File: src/rtl/hazard_scoreboard.sv
// Per-register write scoreboard for the ID stage: timed load entries, untimed mul/div
// entries, RAW/WAW/structural hazard detection, pipeline hold control and a stall counter.
module hazard_scoreboard #(
    parameter int unsigned NUM_SRC     = 2,
    parameter int unsigned REG_AW      = 5,
    parameter int unsigned LOAD_LAT    = 1,
    parameter int unsigned LAT_W       = 3,
    parameter int unsigned STALL_CNT_W = 16
) (
    input  logic                      clk,
    input  logic                      rst,
    input  logic                      id_valid,
    input  logic [NUM_SRC-1:0]        id_rs_valid,
    input  logic [NUM_SRC*REG_AW-1:0] id_rs,
    input  logic [REG_AW-1:0]         id_rd,
    input  logic                      id_we,
    input  logic                      id_is_load,
    input  logic                      id_is_muldiv,
    input  logic                      ex_flush,
    input  logic                      md_done,
    input  logic [REG_AW-1:0]         md_done_rd,
    output logic                      stall,
    output logic                      pc_write,
    output logic                      if_id_write,
    output logic                      id_ex_flush,
    output logic [2**REG_AW-1:0]      busy_vec,
    output logic [STALL_CNT_W-1:0]    stall_count
);

    localparam int unsigned NREG = 2**REG_AW;

    logic [NREG-1:0][LAT_W-1:0] cnt_q, cnt_d;
    logic [NREG-1:0]            lbusy_q, lbusy_d;
    logic [STALL_CNT_W-1:0]     stall_count_d;

    logic raw_t, raw_l, waw, struct_haz, hazard, md_busy, issue;

    // Entry 0 is never written, so md_busy and the lookups need no extra masking
    assign md_busy = |lbusy_q;

    always_comb begin
        raw_t      = 1'b0;
        raw_l      = 1'b0;
        waw        = 1'b0;
        struct_haz = 1'b0;
        if (id_valid) begin
            for (int k = 0; k < int'(NUM_SRC); k++) begin
                if (id_rs_valid[k] && id_rs[k*REG_AW +: REG_AW] != '0) begin
                    if (cnt_q[id_rs[k*REG_AW +: REG_AW]] != '0) raw_t = 1'b1;
                    if (lbusy_q[id_rs[k*REG_AW +: REG_AW]])     raw_l = 1'b1;
                end
            end
            waw        = id_we && id_rd != '0 && lbusy_q[id_rd];
            struct_haz = id_is_muldiv && md_busy;
        end
    end

    assign hazard      = raw_t | raw_l | waw | struct_haz;
    assign stall       = hazard & ~ex_flush;
    assign pc_write    = ~stall;
    assign if_id_write = ~stall;
    assign id_ex_flush = stall | ex_flush;
    assign issue       = id_valid & ~stall & ~ex_flush;

    always_comb begin
        busy_vec = '0;
        for (int r = 1; r < int'(NREG); r++) begin
            busy_vec[r] = (cnt_q[r] != '0) | lbusy_q[r];
        end
    end

    always_comb begin
        cnt_d   = cnt_q;
        lbusy_d = lbusy_q;
        for (int r = 1; r < int'(NREG); r++) begin
            if (cnt_q[r] != '0) cnt_d[r] = cnt_q[r] - LAT_W'(1);
        end
        if (md_done && md_done_rd != '0) lbusy_d[md_done_rd] = 1'b0;
        // A new write to the same register supersedes the decrement and the md_done clear
        if (issue && id_we && id_rd != '0) begin
            if (id_is_muldiv)    lbusy_d[id_rd] = 1'b1;
            else if (id_is_load) cnt_d[id_rd]   = LAT_W'(LOAD_LAT);
            else                 cnt_d[id_rd]   = '0;
        end
    end

    always_comb begin
        stall_count_d = stall_count;
        if (stall && !(&stall_count)) stall_count_d = stall_count + STALL_CNT_W'(1);
    end

    always_ff @(posedge clk or posedge rst) begin
        if (rst) begin
            cnt_q       <= '0;
            lbusy_q     <= '0;
            stall_count <= '0;
        end else begin
            cnt_q       <= cnt_d;
            lbusy_q     <= lbusy_d;
            stall_count <= stall_count_d;
        end
    end

endmodule

File: config.mk
export PLATFORM = sky130hd
export DESIGN_NAME = hazard_scoreboard
export DESIGN_NICKNAME = d
export VERILOG_FILES = /design/src/rtl/hazard_scoreboard.sv
export SDC_FILE = /design/constraint.sdc
export NUM_CORES = 1
export LEC_CHECK = 0
export ABC_AREA = 1
export BUFFER_PORTS_ARGS = -buffer_cell sky130_fd_sc_hd__clkbuf_2
export CAP_MARGIN = 20
export CORE_MARGIN = 4
export CORE_UTILIZATION = 25
export CTS_CLUSTER_SIZE = 28
export DETAILED_ROUTE_END_ITERATION = 12
export MAX_ROUTING_LAYER = met4
export PLACE_DENSITY_LB_ADDON = 0.05
export SLEW_MARGIN = 25
export SYNTH_ARGS = -nofsm -noshare
export SYNTH_HDL_FRONTEND = slang
export SYNTH_SLANG_ARGS = --single-unit
File: constraint.sdc
create_clock -name clk -period 7 [get_ports clk]
set_input_delay 1.75 -clock clk [delete_from_list [all_inputs] [get_ports clk]]
set_output_delay 1.75 -clock clk [all_outputs]
set_load 0.01 [all_outputs]
# == After elaboration in Yosys (flattened, before gate mapping) ==
# Index checks and enable logic that the tools add are counted.
# classes
bitwise,49
n_addsub,32
n_lt_le_gt_ge,6
reduce_logical,52
muxes,65
# op_table
operator,n
two-way mux 96 bit,3
two-way mux 3 bit,34
nonzero test 3 bit,33
AND 96 bit,1
two-way mux 32 bit,3
NOT 96 bit,1
subtractor 3 x 1 -> 3 bit (second input constant),31
AND 64 bit,1
NOT 64 bit,1
bitwise OR 32 bit,2
bitwise OR 1 bit,35
AND 32 bit,1
NOT 32 bit,1
OR reduction 32 bit,1
binary-select mux 3 bit (select 5 bit),2
less-than comparator 5 x 6 -> 1 bit (second input constant),4
nonzero test 5 bit,4
two-way mux 1 bit,17
adder 16 x 1 -> 16 bit (second input constant),1
AND reduction 16 bit,1
binary-select mux 1 bit (select 5 bit),3
demux 3 bit (select 5 bit),1
logical AND 1 bit,11
demux 1 bit (select 5 bit),2
5 further kinds,10
# totals
elab_cells,238
ff_bits,144

# == Depth between registers and ports, before layout ==
# Gate-level depths: netlist of the first run.
# depth
ltp_word,18
mapped_depth,20
ltp_nobuf,16

# == Worst setup path before layout of the first run ==
# OpenSTA, ideal clock, no wires.
# synth_path
path_type,input to output
startpoint,in id_rs[5]
endpoint,out id_ex_flush
path_slack_ns,1.897
n_path_buf,5
arrival_time_ns,3.353
cell_stages,15
cell_sequence,buf_2 buf_4 buf_6 o211ai_1 nand3_1 nand3_1 nand3_1 nand2_1 nand3_1 nand2_1 nand3_2 nand2_4 buf_4 buf_2 nand2_1
# synth_between
elab_chain_len,11
# synth_lines
item,line,source
"start, declared",14,"input logic [NUM_SRC*REG_AW-1:0] id_rs,"
binary-select mux 3 bit (select 5 bit),49,if (cnt_q[id_rs[k*REG_AW +: REG_AW]] != '0) raw_t = 1'b1;
two-way mux 3 bit (not written as such),49,
nonzero test 3 bit,49,
two-way mux 1 bit,49,
two-way mux 1 bit,48,if (id_rs_valid[k] && id_rs[k*REG_AW +: REG_AW] != '0) begin
two-way mux 1 bit,46,if (id_valid) begin
bitwise OR 1 bit * (3 in a row),58,assign hazard = raw_t | raw_l | waw | struct_haz;
AND 1 bit *,59,assign stall = hazard & ~ex_flush;
bitwise OR 1 bit *,62,assign id_ex_flush = stall | ex_flush;
"end, declared",25,"output logic id_ex_flush,"
# Every way passes the cells marked *; elsewhere a longest branch is shown, timed or not. The select of a mux whose other input is x is not followed.

# == Worst setup path in the final report of the first run ==
# layout_path
startpoint,in id_rs[6]
endpoint,out id_ex_flush
# The elaborated chain is that of the path after synthesis.

==> results.sh, run 1 <==
export IMPL_status="completed"
export IMPL_yosysUniqueCellTypes=33
export IMPL_multi_input_area_um2=7350
export IMPL_critical_path_cell_chain="clkbuf_2, inv_1, nor2_1, a21oi_1, nand3_1, nand2_1, nand2_1, nand3_1, nand3_1, nand2_1, nand3_2, nand2_4, nand2_1, clkbuf_2"
export IMPL_fp_coreArea_um2=49200
export IMPL_crit_family="simple AND/OR/NAND/NOR gates"
export IMPL_grt_pass1_wl_um=80900
export IMPL_period_share=0.876
export IMPL_max_freq_mhz=163
export IMPL_hold_buffers=0
export IMPL_areaGrowthSynthToFinish_pct=12.3
export IMPL_cp_num_buf_inv=3
export IMPL_peakVddDrop_uv=197
export IMPL_crit_arrival_ns=4.38
export IMPL_nets=2098
export IMPL_drv_cap=0
export IMPL_synth_fp_nets=2082
export IMPL_vias_per_cell=4.83
export IMPL_synth_top_area_share=0.289
export IMPL_netlist_area_um2=12500
export IMPL_cp_max_fo=20
export IMPL_reg2reg_from="lbusy_q[22]$_DFF_PP0_"
export IMPL_criticalPathCategory="primary input to output pin"
export IMPL_grt_overflow=0
export IMPL_yosysWarnings=0
export IMPL_power_mw=5.47
export IMPL_wire_per_inst_um=20.0
export IMPL_synthTopCellsByArea="dfrtp_1 29%, nand2_1 19%, inv_1 8.4%, nand4_1 7.2%, ha_1 6.3%"
export IMPL_ant_nets=0
export IMPL_dp_hpwl_um=36300
export IMPL_ctsRootBufferMaster="clkbuf_16"
export IMPL_dr_first_iter_drc_count=1082
export IMPL_post_cts_setup_buffers=0
export IMPL_die_w_um=231
export IMPL_portBuffers=80
export IMPL_critPathMaxStageDelay_ns=0.76
export IMPL_antenna_found_initial=5
export IMPL_reg2reg_depth=11
export IMPL_grt_pass1_vias=12500
export IMPL_synth_edf_count=0
export IMPL_hp_class="flop to flop"
export IMPL_finalHoldViolations=0
export IMPL_setup_viol=0
export IMPL_async_flop_share=1.00
export IMPL_htreeDepth=4
export IMPL_startpoint_type="primary input"
export IMPL_clk_path_buf_depth=2
export IMPL_drc_errors=0
export IMPL_first_pass_iters=7
export IMPL_fp_row_count=81
export IMPL_r2r_slack_ns=3.61
export IMPL_dieArea_um2=53600
export IMPL_crit_path_frequent_cell="nand2_1"
export IMPL_cts_buffers=17
export IMPL_synth_top_area_cell="dfrtp_1"
export IMPL_worstHoldStart="cnt_q[2]$_DFFE_PP0P_"
export IMPL_vias=13000
export IMPL_gp_congestion=0.873
export IMPL_maxSlewHeadroom=0.291
export IMPL_final_min_clock_period_ns=6.13
export IMPL_fin_setup_tns_ns=0
export IMPL_p_per_area_nw_per_um2=390
export IMPL_ys_seq_elements=144
export IMPL_yosysMostFrequentCell="nand2_1"
export IMPL_hold_depth=0
export IMPL_grt_use_total=0.207
export IMPL_regArea_um2=3600
export IMPL_avgSynthCellArea_um2=6.28
export IMPL_totalWireLength_um=53700
export IMPL_synth_commonest_cells="617 x nand2_1, 279 x inv_1, 149 x nor2_1"
export IMPL_synthCells=1989
export IMPL_ys_flop_type="dfrtp_1"
export IMPL_die_height_um=231
export IMPL_cp_required_ns=5.25
export IMPL_drive_above_1_share=0.0783
export IMPL_worstMarginPinSlew_ns=1.06
export IMPL_finalMaxSlewViolations=0
export IMPL_cts_tree="done"
export IMPL_rr_endpoint="cnt_q[69]$_DFF_PP0_"
export IMPL_io_pins=82
export IMPL_ctsResizeCount=0
export IMPL_cp_slowest_cell="inv_1"
export IMPL_start_util=0.254
export IMPL_skew_ns=0.0188
export IMPL_power_leakage_nw=7.36
export IMPL_cts_reportedPaths_clkPinSlew_ns=0.07
export IMPL_n_fill_cell=5541
export IMPL_end_kind="output pin"
export IMPL_clk_insertion_delay_late_ns=0.51
export IMPL_hold_path_end="cnt_q[2]$_DFFE_PP0P_"
export IMPL_rsz0062_at_grt="no"
export IMPL_cts_sinks=144
export IMPL_synth_seq_area_share=0.289
export IMPL_grt_max_degree=129
[sequential cells by signal, summed over array words and instances (netlist names), named ones only]
name	count
lbusy_q	32
cnt_q	95
stall_count	16
[through the flow]
stage	area, µm²	hold WS [ns]	worst slack, ns	cells	utilization
after floorplan	12500	0.429	1.38	1989	-
after global placement	13400	0.366	0.889	2649	0.273
after detailed placement	13400	0.366	0.855	2649	0.273
after CTS	14000	0.383	0.849	2681	0.284
after global routing	14000	0.412	0.682	2687	0.285
final	14000	0.383	0.865	2687	0.285
[power by group]
part	switching, mW	internal (mW)	total (mW)
registers	0.247	1.15	1.40
logic	1.99	1.11	3.10
clock network	0.466	0.503	0.969
total	2.71	2.76	5.47
[cell type report]
class,instances,area share
inverters,284,0.0768
repair buffers,99,0.0405
well taps,664,0.0593
flip-flops and latches,144,0.257
clock buffers,19,0.0316
diodes,5,0.000893
clock inverters,13,0.00928
multi-input cells,1459,0.525
[worst register-to-register path, delay by kind of cell, from the launching register on]
| family | cells | cell delay, ns |
|---|---|---|
| AND/OR/NAND/NOR | 8 | 1.68 |
| buffers and inverters | 2 | 0.98 |
| flip-flops | 1 | 0.48 |
| AO/OA/AOI/OAI | 1 | 0.17 |
[kinds of logic after synthesis]
group | Yosys count | synth area share
adders and majority gates | 63 | 0.0631
AOI/OAI and AO/OA | 261 | 0.112
DFF | 144 | 0.289
xor gates and xnor gates | 51 | 0.0358
other | 1 | 0.000300
buffers and inverters | 386 | 0.124
and+or+nand+nor | 1083 | 0.376
[per-layer routing]
| layer | vias up | track usage | wire, µm |
|---|---|---|---|
| met5 | - | - | 0 |
| met4 | 0 | 0.0767 | 1300 |
| met3 | 64 | 0.0295 | 2050 |
| met2 | 270 | 0.315 | 24400 |
| met1 | 6181 | 0.279 | 26000 |
| li1 | 6451 | - | - |
[worst max path at each step]
stage               slack (ns)          end  cells past startpoint     start
detailed placement        0.86  id_ex_flush                     14  id_rs[6]
global route              0.68        stall                     14  id_rs[6]
CTS                       0.85  id_ex_flush                     14  id_rs[6]
floorplan                 1.38    async pin                      1       rst
finish                    0.87  id_ex_flush                     14  id_rs[6]
global placement          0.89  id_ex_flush                     14  id_rs[6]
[cells in the final DEF, fill, tap and decap left out, drive strengths merged]
cell	instances
o31ai	1
diode	5
clkbuf	99
o21ai	150
nand4	144
ha	63
nor3	20
o21a	4
o211ai	8
clkinv	5
a21boi	15
a21oi	73
inv	287
bufinv	1
dfrtp	144
buf	19
or2	12
xor2	42
a22oi	9
o41ai	1
nor2	154
clkinvlp	4
nand3	126
nor4	9
nand2	618
xnor2	9
conb	1
Note: power is estimated with default switching activity, not from simulation.
==> inputs of run 2 (changes only) <==
Clock period 7 ns to 7.6 ns, I/O delays scaled along.
==> run 2 against run 1 <==
Net effect:
- die area unchanged
- clock power decreased by 9.7%
- count of clock-buffer cells in the layout decreased by 1
- global-route usage increased by 0.26 points
- final area decreased by 0.29%
- via count increased by 0.56%
- critical endpoint unchanged
- largest power group unchanged
==> results.sh, run 2 (synthesis gave the netlist of run 1 again) <==
export IMPL_hold_buffers=0
export IMPL_grt_overflow=0
export IMPL_vias_per_cell=4.86
export IMPL_startpoint_type="primary input"
export IMPL_setup_viol=0
export IMPL_wl_met2_um=25000
export IMPL_grt_pass1_wl_um=82000
export IMPL_fin_setup_tns_ns=0
export IMPL_hp_class="flop to flop"
export IMPL_final_min_clock_period_ns=6.68
export IMPL_grt_use_total=0.209
export IMPL_maxSlewHeadroom=0.335
export IMPL_max_freq_mhz=150
export IMPL_status="completed"
export IMPL_cts_reportedPaths_clkPinSlew_ns=0.07
export IMPL_setup_ws_ns=0.918
export IMPL_place_ws_ns=1.04
export IMPL_met1_length_um=25200
export IMPL_largest_register="cnt_q"
export IMPL_antenna_found_initial=3
export IMPL_ant_nets=0
export IMPL_start_util=0.254
export IMPL_fp_row_count=81
export IMPL_end_kind="output pin"
export IMPL_ctsRootBufferMaster="clkbuf_16"
export IMPL_gp_congestion=0.904
export IMPL_wire_per_inst_um=20.2
export IMPL_fp_coreArea_um2=49200
export IMPL_cts_buffers=17
export IMPL_vias=13000
export IMPL_areaGrowthSynthToFinish_pct=11.9
export IMPL_cp_required_ns=5.70
export IMPL_totalWireLength_um=54200
export IMPL_dieArea_um2=53600
export IMPL_largest_reg_flops=95
export IMPL_top_regs="cnt_q: 95 flops, lbusy_q: 32 flops, stall_count: 16 flops"
export IMPL_grt_max_degree=89
export IMPL_wl_met3_um=2830
export IMPL_dr_first_iter_drc_count=922
export IMPL_power_leakage_nw=7.35
export IMPL_cts_tree="done"
export IMPL_die_height_um=231
export IMPL_skew_ns=0.0203
export IMPL_mostFrequentLayoutCell="nand2_1"
export IMPL_rsz0062_at_grt="no"
export IMPL_hold_depth=0
export IMPL_drc_errors=0
export IMPL_crit_arrival_ns=4.78
export IMPL_post_cts_setup_buffers=0
export IMPL_cp_max_fo=15
export IMPL_ctsResizeCount=0
export IMPL_htreeDepth=4
export IMPL_dp_hpwl_um=36800
export IMPL_criticalPathCategory="primary input to output pin"
export IMPL_n_fill_cell=5545
export IMPL_nets=2098
export IMPL_maxUsedRoutingLayer="met4"
export IMPL_worstMarginPinSlew_ns=0.998
export IMPL_clk_path_buf_depth=2
export IMPL_p_per_area_nw_per_um2=360
export IMPL_die_w_um=231
export IMPL_period_share=0.879
export IMPL_finalHoldViolations=0
export IMPL_drv_cap=0
export IMPL_finalMaxSlewViolations=0
export IMPL_reg2reg_depth=11
export IMPL_clk_insertion_delay_late_ns=0.51
export IMPL_drive_above_1_share=0.0788
export IMPL_portBuffers=80
export IMPL_cts_sinks=144
export IMPL_peakVddDrop_uv=144
export IMPL_first_pass_iters=7
export IMPL_io_pins=82
export IMPL_grt_pass1_vias=12700
export IMPL_final_cell_mix="617 x nand2_1, 276 x inv_1, 148 x nor2_1"
run 2: changes by cell type in the layout (fill, tap and decap cells not counted), sizes merged:
cell      change
buf           +1
bufinv        -1
clkbuf        -2
clkinv        -2
clkinvlp      -1
diode         -2
inv           +5
run 2: worst paths after layout:
kind	start	end	slack (ns)
hold / removal	cnt_q[2]$_DFFE_PP0P_	cnt_q[2]$_DFFE_PP0P_	0.38
min in group asynchronous	rst	cnt_q[12]$_DFF_PP0_	1.53
hold reg to reg	cnt_q[2]$_DFFE_PP0P_	cnt_q[2]$_DFFE_PP0P_	0.38
setup / recovery	id_rs[1]	id_ex_flush	0.92
max in group asynchronous	rst	cnt_q[52]$_DFF_PP0_	4.68
setup reg to reg	lbusy_q[12]$_DFF_PP0_	cnt_q[26]$_DFF_PP0_	3.78
run 2: per-layer routing:
layer	up-vias	global-route usage
li1	6446	-
met1	6216	0.276
met4	0	0.0618
met2	316	0.325
met3	60	0.0422
met5	-	-
run 2: power breakdown:
part	switching [mW]	internal, mW
sequential	0.224	1.06
clock	0.439	0.436
combinational	1.85	1.02
total	2.51	2.51
run 2: final cells by class:
type	instances	area, µm²	area share
Inverter	284	1080	0.0772
Clock buffer	18	439	0.0314
Sequential cell	144	3600	0.258
Clock inverter	14	121	0.00868
Timing Repair Buffer	99	543	0.0389
Tap cell	664	831	0.0594
Multi-Input combinational cell	1459	7350	0.526
Antenna cell	3	7.51	0.000537
run 2: worst max-delay path: stages:
cell	delay, ns
clkbuf_2	0.37
inv_1	0.72
nor2_1	0.16
o21ai_0	0.17
nand2_1	0.09
nor2_1	0.22
nand2_1	0.08
nand3_1	0.09
nand2_1	0.05
nand2_1	0.07
nand2_1	0.05
nand2_1	0.07
nand3_2	0.22
nand2_4	0.13
nand2_1	0.16
clkbuf_2	0.20
run 2: per-stage QoR:
step                      hold WS [ns]  cells  power [mW]  instance area, µm²  utilization
after floorplan                  0.429   1989        3.41               12500            -
after global placement           0.367   2650        4.15               13400        0.273
after detailed placement         0.368   2650        4.17               13400        0.273
after CTS                        0.384   2682        5.10               14000        0.284
after global routing             0.405   2685        5.64               14000        0.284
final                            0.379   2685        5.03               14000        0.284
==> inputs of run 3 (changes only) <==
Settings changed: CORE_UTILIZATION 25 to 33, PLACE_DENSITY_LB_ADDON 0.05 to 0.15.
==> run 3 against run 2 <==
Net effect:
- die area shrank 23%
- maximum frequency grew 3.8%
- clock power grew 3.9%
- non-clock buffer count shrank 6
- critical endpoint is now stall
- final area shrank 1.4%
- sequential power is essentially flat
==> results.sh, run 3 (synthesis gave the netlist of run 1 again) <==
export IMPL_grt_overflow=0
export IMPL_criticalPathCategory="primary input to output pin"
export IMPL_grt_util_met2=0.372
export IMPL_vias_per_cell=5.25
export IMPL_grtUsageMet1=0.319
export IMPL_die_w_um=203
export IMPL_drv_cap=0
export IMPL_dr_first_iter_drc_count=1216
export IMPL_startpoint_type="primary input"
export IMPL_finalHoldViolations=0
export IMPL_clk_insertion_delay_late_ns=0.48
export IMPL_grt_max_degree=125
export IMPL_cts_tree="done"
export IMPL_power_leakage_nw=7.35
export IMPL_max_freq_mhz=155
export IMPL_antenna_found_initial=3
export IMPL_first_pass_iters=6
export IMPL_power_mw=5.04
export IMPL_clk_path_buf_depth=2
export IMPL_setup_viol=0
export IMPL_cts_sinks=144
export IMPL_start_util=0.338
export IMPL_gp_congestion=0.953
export IMPL_portBuffers=80
export IMPL_ant_nets=0
export IMPL_crit_arrival_ns=4.54
export IMPL_nets=2092
export IMPL_drc_errors=0
export IMPL_p_per_area_nw_per_um2=366
export IMPL_cts_buffers=17
export IMPL_grt_busiest_layer="met2"
export IMPL_peakVddDrop_uv=177
export IMPL_fp_row_count=70
export IMPL_grt_pass1_vias=12600
export IMPL_hold_buffers=0
export IMPL_worstMarginPinSlew_ns=1.03
export IMPL_htreeDepth=4
export IMPL_finalMaxSlewViolations=0
export IMPL_areaGrowthSynthToFinish_pct=10.4
export IMPL_post_cts_setup_buffers=0
export IMPL_hp_class="flop to flop"
export IMPL_dp_hpwl_um=33000
export IMPL_io_pins=82
export IMPL_largest_reg_flops=95
export IMPL_dieArea_um2=41000
export IMPL_n_fill_cell=4072
export IMPL_top_regs="cnt_q: 95 flops, lbusy_q: 32 flops, stall_count: 16 flops"
export IMPL_largest_register="cnt_q"
export IMPL_final_cell_mix="617 x nand2_1, 276 x inv_1, 148 x nor2_1"
export IMPL_mostFrequentLayoutCell="nand2_1"
export IMPL_wire_per_inst_um=19.0
export IMPL_grt_use_met3=0.0388
export IMPL_die_height_um=203
export IMPL_fp_coreArea_um2=37000
export IMPL_period_share=0.847
export IMPL_ctsResizeCount=0
export IMPL_rsz0062_at_grt="no"
export IMPL_hold_ws_ns=0.378
export IMPL_vias=13200
export IMPL_maxSlewHeadroom=0.311
export IMPL_skew_ns=0.0189
export IMPL_drive_above_1_share=0.0756
export IMPL_status="completed"
export IMPL_totalWireLength_um=48000
export IMPL_grt_use_total=0.238
export IMPL_cp_max_fo=15
export IMPL_cts_reportedPaths_clkPinSlew_ns=0.07
export IMPL_cp_required_ns=5.70
export IMPL_end_kind="output pin"
export IMPL_ctsRootBufferMaster="clkbuf_16"
export IMPL_fin_setup_tns_ns=0
export IMPL_final_min_clock_period_ns=6.44
export IMPL_grt_pass1_wl_um=74500
==> run 3: cell types whose count changed in the layout (fill, tap and decap cells not counted), moves of 2 or more <==
cell / previous run / this run
buf_4: 19 / 12
bufinv_16: 0 / 3
clkinv_2: 0 / 3
clkinv_4: 2 / 6
clkinvlp_4: 3 / 1
inv_6: 8 / 0
==> run 3: worst max-delay path, stage by stage <==
cell      delay, ns
clkbuf_2       0.36
inv_1          0.58
nor2_1         0.15
o21ai_0        0.12
nand3_1        0.10
nor2_1         0.19
nand2_1        0.08
nand3_1        0.08
nand2_1        0.07
nand2_1        0.07
nand2_1        0.05
nand2_1        0.07
nand3_2        0.20
nand3_1        0.30
inv_1          0.07
clkbuf_2       0.13
==> run 3: worst paths after layout <==
kind,depth (start not counted),start,slack [ns],end
worst max-delay path,16,id_rs[1],1.16,stall
worst min-delay path,0,cnt_q[2]$_DFFE_PP0P_,0.38,cnt_q[2]$_DFFE_PP0P_
worst max register to register,15,cnt_q[93]$_DFF_PP0_,3.84,lbusy_q[27]$_DFF_PP0_
worst min register to register,0,cnt_q[2]$_DFFE_PP0P_,0.38,cnt_q[2]$_DFFE_PP0P_
max in group asynchronous,3,rst,4.82,cnt_q[86]$_DFF_PP0_
min in group asynchronous,2,rst,1.56,cnt_q[18]$_DFF_PP0_
==> run 3: layer usage <==
layer,up-vias,share of wire
met2,451,0.46
li1,6425,-
met5,-,0
met1,6269,0.46
met4,0,0.027
met3,79,0.058
==> run 3: area by class of cell <==
type	instances	area, µm²	area share
multi-input cells	1459	7350	0.533
flip-flops and latches	144	3600	0.261
diodes	3	7.51	0.000545
well taps	504	631	0.0457
repair buffers	93	510	0.0370
inverters	284	1080	0.0782
clock inverters	13	165	0.0120
clock buffers	18	439	0.0319
==> run 3: power by group <==
group / total, mW / internal [mW] / switching, mW
logic: 2.84 / 1.02 / 1.83
clock network: 0.909 / 0.523 / 0.385
registers: 1.29 / 1.06 / 0.228
==> run 3: metrics by stage <==
step | instance area (µm²) | setup slack (ns) | cells | util
floorplan | 12500 | 1.83 | 1989 | -
global placement | 13200 | 1.27 | 2484 | 0.356
detailed placement | 13200 | 1.26 | 2484 | 0.356
CTS | 13800 | 1.25 | 2515 | 0.373
global route | 13800 | 1.03 | 2518 | 0.373
finish | 13800 | 1.16 | 2518 | 0.373
